### src/rtl/fpmul_seq_arbiter_if.sv
// fpmul_seq_arbiter_if: requester, response and wrapper-bus signals of the shared FP multiply arbiter
//   req_valid/req_opa/req_opb/req_ready : per-requester job handshake (32-bit operand slices)
//   rsp_valid/rsp_id/rsp_p/rsp_flags/rsp_timeout : shared response strobe and payload
//   busy : arbiter not idle
//   fpw_a/fpw_we/fpw_wdata/fpw_rdata : memory-mapped bus to the FP multiply wrapper
interface fpmul_seq_arbiter_if #(
    parameter int NREQ = 2,
    parameter int ID_W = 1
);
    logic [NREQ-1:0]      req_valid;
    logic [32*NREQ-1:0]   req_opa;
    logic [32*NREQ-1:0]   req_opb;
    logic [NREQ-1:0]      req_ready;
    logic                 rsp_valid;
    logic [ID_W-1:0]      rsp_id;
    logic [31:0]          rsp_p;
    logic [5:0]           rsp_flags;
    logic                 rsp_timeout;
    logic                 busy;
    logic [1:0]           fpw_a;
    logic                 fpw_we;
    logic [31:0]          fpw_wdata;
    logic [31:0]          fpw_rdata;
    modport master (
        input  req_valid, req_opa, req_opb, fpw_rdata,
        output req_ready, rsp_valid, rsp_id, rsp_p, rsp_flags, rsp_timeout, busy, fpw_a, fpw_we, fpw_wdata
    );
    modport slave (
        output req_valid, req_opa, req_opb, fpw_rdata,
        input  req_ready, rsp_valid, rsp_id, rsp_p, rsp_flags, rsp_timeout, busy, fpw_a, fpw_we, fpw_wdata
    );
endinterface

### src/rtl/fpmul_seq_arbiter.sv
// fpmul_seq_arbiter: round-robin sharing of one memory-mapped FP multiply wrapper among NREQ requesters
//   clk, rst : clock, synchronous active-high reset
//   bus      : fpmul_seq_arbiter_if.master (requests in, one-hot grant out, response out, wrapper bus out/rdata in)
module fpmul_seq_arbiter #(
    parameter int NREQ     = 2,
    parameter int ID_W     = 1,
    parameter int POLL_MAX = 64
) (
    input logic clk,
    input logic rst,
    fpmul_seq_arbiter_if.master bus
);
    localparam int CW = $clog2(POLL_MAX + 1);
    typedef enum logic [2:0] {IDLE, WR_A, WR_B, WR_GO, POLL, RD_RES, RESP} state_t;
    state_t          state_q, state_d;
    logic [31:0]     opa_q, opa_d, opb_q, opb_d, p_q, p_d;
    logic [ID_W-1:0] id_q, id_d, last_q, last_d, rid_q, rid_d, gid;
    logic [5:0]      flg_q, flg_d, rflg_q, rflg_d;
    logic            to_q, to_d, found;
    logic [CW-1:0]   cnt_q, cnt_d;
    logic [NREQ-1:0] gnt;
    // Search starts one past the last grant so every requester gets a turn.
    always_comb begin
        found = 1'b0;
        gid   = '0;
        for (int k = 1; k <= NREQ; k++) begin
            if (!found && bus.req_valid[(int'(last_q) + k) % NREQ]) begin
                found = 1'b1;
                gid   = ID_W'((int'(last_q) + k) % NREQ);
            end
        end
    end
    assign gnt = (state_q == IDLE && found && !rst) ? NREQ'(1) << gid : '0;
    always_comb begin
        state_d = state_q;
        opa_d   = opa_q;
        opb_d   = opb_q;
        id_d    = id_q;
        last_d  = last_q;
        flg_d   = flg_q;
        p_d     = p_q;
        rflg_d  = rflg_q;
        rid_d   = rid_q;
        to_d    = to_q;
        cnt_d   = '0;
        case (state_q)
            IDLE: if (|gnt) begin
                opa_d   = bus.req_opa[32*int'(gid) +: 32];
                opb_d   = bus.req_opb[32*int'(gid) +: 32];
                id_d    = gid;
                last_d  = gid;
                state_d = WR_A;
            end
            WR_A:  state_d = WR_B;
            WR_B:  state_d = WR_GO;
            WR_GO: begin
                cnt_d   = CW'(1);
                state_d = POLL;
            end
            // The first poll may still show Done from the previous job, so it is skipped.
            POLL: if (cnt_q != CW'(1) && bus.fpw_rdata[0]) begin
                flg_d   = bus.fpw_rdata[13:8];
                state_d = RD_RES;
            end else if (cnt_q == CW'(POLL_MAX)) begin
                p_d     = '0;
                rflg_d  = '0;
                to_d    = 1'b1;
                rid_d   = id_q;
                state_d = RESP;
            end else begin
                cnt_d = cnt_q + 1'b1;
            end
            RD_RES: begin
                p_d     = bus.fpw_rdata;
                rflg_d  = flg_q;
                to_d    = 1'b0;
                rid_d   = id_q;
                state_d = RESP;
            end
            default: state_d = IDLE;
        endcase
    end
    always_ff @(posedge clk) begin
        if (rst) begin
            state_q <= IDLE;
            opa_q   <= '0;
            opb_q   <= '0;
            id_q    <= '0;
            last_q  <= ID_W'(NREQ - 1);
            flg_q   <= '0;
            p_q     <= '0;
            rflg_q  <= '0;
            rid_q   <= '0;
            to_q    <= 1'b0;
            cnt_q   <= '0;
        end else begin
            state_q <= state_d;
            opa_q   <= opa_d;
            opb_q   <= opb_d;
            id_q    <= id_d;
            last_q  <= last_d;
            flg_q   <= flg_d;
            p_q     <= p_d;
            rflg_q  <= rflg_d;
            rid_q   <= rid_d;
            to_q    <= to_d;
            cnt_q   <= cnt_d;
        end
    end
    assign bus.req_ready   = gnt;
    assign bus.rsp_valid   = state_q == RESP;
    assign bus.rsp_id      = rid_q;
    assign bus.rsp_p       = p_q;
    assign bus.rsp_flags   = rflg_q;
    assign bus.rsp_timeout = to_q;
    assign bus.busy        = state_q != IDLE;
    assign bus.fpw_a       = state_q == WR_A ? 2'd0 : state_q == WR_B ? 2'd1 :
                             (state_q == WR_GO || state_q == RD_RES) ? 2'd2 : 2'd3;
    assign bus.fpw_we      = state_q == WR_A || state_q == WR_B || state_q == WR_GO;
    assign bus.fpw_wdata   = state_q == WR_A ? opa_q : state_q == WR_B ? opb_q :
                             state_q == WR_GO ? 32'h0001_0000 : 32'h0;
endmodule

### src/flat_wrapper.sv
// flat-port wrapper written by rule: the top's interface ports become plain ports
module fpmul_seq_arbiter_flat 
#(
    parameter int NREQ     = 2,
    parameter int ID_W     = 1,
    parameter int POLL_MAX = 64
)
  (clk, rst, bus_req_valid, bus_req_opa, bus_req_opb, bus_fpw_rdata, bus_req_ready, bus_rsp_valid, bus_rsp_id, bus_rsp_p, bus_rsp_flags, bus_rsp_timeout, bus_busy, bus_fpw_a, bus_fpw_we, bus_fpw_wdata);
  fpmul_seq_arbiter_if #(.NREQ(NREQ), .ID_W(ID_W)) bus_i ();
  input logic clk;
  input logic rst;
  input wire logic [$bits(bus_i.req_valid)-1:0] bus_req_valid;
  input wire logic [$bits(bus_i.req_opa)-1:0] bus_req_opa;
  input wire logic [$bits(bus_i.req_opb)-1:0] bus_req_opb;
  input wire logic [$bits(bus_i.fpw_rdata)-1:0] bus_fpw_rdata;
  output wire logic [$bits(bus_i.req_ready)-1:0] bus_req_ready;
  output wire logic [$bits(bus_i.rsp_valid)-1:0] bus_rsp_valid;
  output wire logic [$bits(bus_i.rsp_id)-1:0] bus_rsp_id;
  output wire logic [$bits(bus_i.rsp_p)-1:0] bus_rsp_p;
  output wire logic [$bits(bus_i.rsp_flags)-1:0] bus_rsp_flags;
  output wire logic [$bits(bus_i.rsp_timeout)-1:0] bus_rsp_timeout;
  output wire logic [$bits(bus_i.busy)-1:0] bus_busy;
  output wire logic [$bits(bus_i.fpw_a)-1:0] bus_fpw_a;
  output wire logic [$bits(bus_i.fpw_we)-1:0] bus_fpw_we;
  output wire logic [$bits(bus_i.fpw_wdata)-1:0] bus_fpw_wdata;
  assign bus_i.req_valid = bus_req_valid;
  assign bus_i.req_opa = bus_req_opa;
  assign bus_i.req_opb = bus_req_opb;
  assign bus_i.fpw_rdata = bus_fpw_rdata;
  assign bus_req_ready = bus_i.req_ready;
  assign bus_rsp_valid = bus_i.rsp_valid;
  assign bus_rsp_id = bus_i.rsp_id;
  assign bus_rsp_p = bus_i.rsp_p;
  assign bus_rsp_flags = bus_i.rsp_flags;
  assign bus_rsp_timeout = bus_i.rsp_timeout;
  assign bus_busy = bus_i.busy;
  assign bus_fpw_a = bus_i.fpw_a;
  assign bus_fpw_we = bus_i.fpw_we;
  assign bus_fpw_wdata = bus_i.fpw_wdata;
  fpmul_seq_arbiter #(.NREQ(NREQ), .ID_W(ID_W), .POLL_MAX(POLL_MAX)) u_core (.clk(clk), .rst(rst), .bus(bus_i));
endmodule
### config.mk
export PLATFORM = sky130hd
export DESIGN_NAME = fpmul_seq_arbiter_flat
export DESIGN_NICKNAME = d
export VERILOG_FILES = /design/src/rtl/fpmul_seq_arbiter_if.sv /design/src/rtl/fpmul_seq_arbiter.sv /design/src/flat_wrapper.sv
export SDC_FILE = /design/constraint.sdc
export NUM_CORES = 1
export LEC_CHECK = 0
export CAP_MARGIN = 20
export CORE_ASPECT_RATIO = 0.9
export CORE_MARGIN = 10
export CORE_UTILIZATION = 40
export CTS_BUF_LIST = sky130_fd_sc_hd__clkbuf_2
export CTS_CLUSTER_SIZE = 12
export DETAILED_ROUTE_END_ITERATION = 7
export GPL_TIMING_DRIVEN = 0
export PLACE_DENSITY = 0.79
export SLEW_MARGIN = 20
export SYNTH_ARGS = -nofsm -noshare
export SYNTH_HDL_FRONTEND = slang
export SYNTH_SLANG_ARGS = --single-unit
### constraint.sdc
create_clock -name clk -period 1.82 [get_ports clk]
set_input_delay 0.273 -clock clk [delete_from_list [all_inputs] [get_ports clk]]
set_output_delay 0.273 -clock clk [all_outputs]
set_load 0.05 [all_outputs]
==> summary.txt <==
outcome -> complete, but fails checks
failing checks -> setup timing
Synth-to-Final Area Change -> 71.3%
Iteration-0 DRC Markers -> 300
initial antenna violation count -> 2
Die Area -> 18400 um2
TritonCTS clock tree -> yes
TritonCTS buffer count -> 17
area post-placement -> 8090 um2
global route overflow -> 0
CTS clock-pin slew for the worst setup and hold paths -> 190 ps
Global Route Usage Sum -> 0.230
initial core utilization -> 0.404
largest net degree at the start of global routing -> 17
post-synth cell types -> 41
Synth Area per Inst -> 7.99 um2
DR vias -> 6064
PD cells -> 787 nW/um2
commonest non-fill, non-tap cell in the layout -> clkdlybuf4s50_1
cell area after layout -> 9190 um2
sequential power share -> 0.426
Final #Nets -> 1127
Buf/Inv on CP -> 2
Period minus WS final -> 2490 ps
Psw -> 2.53 mW
worst clock skew -> 26.5 ps
Combinational Power Share -> 0.370
Seq/Total Area, Yosys -> 0.455
Initial DRT Pass Iterations -> 6
Final setup viols -> 73
Placeable Area -> 13300 um2
CP delay by family, top -> simple AND/OR/NAND/NOR gates
MaxCap Viol Count -> 0
critical path endpoint category -> output pin
WL per Instance -> 19.4 um
first-pass GRT wire length -> 33200 um
layout cells sized above 1 -> 0.260
Syn. warnings -> 0
CP Launch Type -> flop
Setup WS pre-CTS -> -1300 ps
Layout Utilization -> 0.693
slowest cell on the critical path -> or3_4
#FFs+latches synth -> 122
CP arrival -> 2220 ps
RSZ-0062 raised after global routing -> yes
syn nets -> 838
worst slew pin tran -> 709 ps
Top FF cell, synth -> dfxtp_1
max-slew violations -> 0
# rows -> 40
Final period util -> 1.37
Final WS setup -> -675 ps
most frequent cells in the layout -> clkdlybuf4s50_1, nand2_1, dfxtp_1
Longest Clk Path Bufs -> 2
Root Buffer -> clkbuf_2
Horiz. Die Dim -> 142 um
cell area after synthesis -> 5360 um2
maximum vdd drop -> 0.000481 V
Clock Power Share -> 0.204
Die Ht -> 130 um
Clock Sinks -> 122
Crit Path Category -> reg2out
Hold WC Path Type -> in2reg
Post-synth EDFFs -> 0
PortBufs -> 242
Post-Syn Instances -> 671
Post-DRT Antenna Nets -> 0
ys async rst share -> 0
Worst-Skew Late Latency -> 710 ps
Boundary Pins -> 243
Lkg Pwr -> 3.80 nW
GP Congestion -> 0.869
Crit Path Max Fanout -> 4
wire length after detailed routing -> 22100 um
final hold viol count -> 0
vias in the first global route -> 6085
DP HPWL -> 15700 um
CTS H-Tree Depth -> 4
switching share of power -> 0.350
Max Fclk -> 401 MHz
CP Cell Sequence -> or3_4, or2_4, clkbuf_16, nor3_4, buf_6
Worst EP required -> 1550 ps
drc violations -> 0
Slew Limit Headroom -> 0.527
Slowest Stage Delay on Critical Path -> 390 ps
Int Pwr -> 4.70 mW
via density per instance -> 5.31
[power groups by stage]
stage	logic [mW]	clock network, mW	registers [mW]
after floorplan	1.24	0	3.07
after global placement	2.05	0	3.08
after detailed placement	2.07	0	3.09
after CTS	2.59	1.50	3.07
after global routing	2.84	1.65	3.10
final	2.67	1.48	3.08
[metrics by stage]
stage                     TNS (ps)  power [mW]  hold slack (ps)  std cells
after floorplan              -1710        4.31              406        671
after global placement      -58990        5.13              440       1081
after detailed placement    -62370        5.16              445       1081
after CTS                   -31680        7.16             40.0       1134
after global routing        -33370        7.59             10.0       1143
final                       -23650        7.23             85.7       1143
[state kept, by name (all words and copies together), names as in the netlist]
signal / flops
u_core.bus.rsp_p: 32
u_core.opa_q: 32
u_core.opb_q: 32
u_core.cnt_q: 7
u_core.bus.rsp_flags: 6
u_core.flg_q: 6
u_core.state_q: 3
u_core.bus.rsp_id: 1
u_core.bus.rsp_timeout: 1
u_core.id_q: 1
u_core.last_q: 1
[worst paths after layout]
check	from	endpoint	slack, ps	depth (start not counted)
max	u_core.state_q[1]	bus_req_ready[1]	-670	5
min	bus_req_opb[10]	u_core.opb_q[10]	90	3
max reg2reg	u_core.state_q[1]	u_core.bus.rsp_p[24]	-250	8
min reg2reg	u_core.bus.rsp_p[18]	u_core.bus.rsp_p[18]	460	2
[synth_stat cells, types with 2 or more instances]
cell type / n / share of area
nor2_1: 82 / 0.057
buf_2: 11 / 0.010
nand2_1: 147 / 0.10
nand3b_1: 2 / 0.0028
buf_1: 4 / 0.0028
nor3_1: 4 / 0.0037
mux2i_1: 7 / 0.013
a211oi_1: 64 / 0.090
a21oi_1: 102 / 0.095
clkbuf_1: 35 / 0.024
nor3b_1: 3 / 0.0042
a22o_1: 31 / 0.051
dfxtp_1: 122 / 0.46
buf_6: 8 / 0.017
xor2_1: 4 / 0.0065
a21oi_2: 5 / 0.0082
nand3_1: 5 / 0.0047
inv_1: 3 / 0.0021
nand2b_1: 3 / 0.0035
o21ai_0: 5 / 0.0047
and2_1: 2 / 0.0023
ha_1: 3 / 0.0070
[tightest hold or removal path, stage by stage]
cell	delay, ps
clkdlybuf4s50_1	400
nand2_1	50
a211oi_1	50
[logic make-up after synthesis]
| family | after synthesis | share of synthesized area |
|---|---|---|
| AOI/OAI and AO/OA | 214 | 0.261 |
| xor gates and xnor gates | 5 | 0.00817 |
| adders and majority gates | 3 | 0.00700 |
| buffers and inverters | 62 | 0.0579 |
| DFF | 122 | 0.455 |
| muxes | 7 | 0.0131 |
| and+or+nand+nor | 258 | 0.198 |
[area by class of cell]
type	count	area (um2)
well taps	168	210
inverters	3	15.0
clock inverters	12	82.6
fillers	1075	4070
diodes	2	5.00
plain buffers	54	482
flip-flops and latches	122	2450
multi-input cells	487	2980
clock buffers	20	100
repair buffers	275	2870
[metal layers]
metal,part of all wire,GRT usage
met1,0.39,0.262
met2,0.49,0.381
met3,0.089,0.0850
met4,0.033,0.0955
met5,0,0
[timing repair]
item,CTS,global route
gates resized for setup,530,88
setup endpoints to repair,157,185
pin swaps,22,8
hold buffers,0,0
buffers inserted,18,11
cloned,4,0
(Power assumes the default switching activity.)
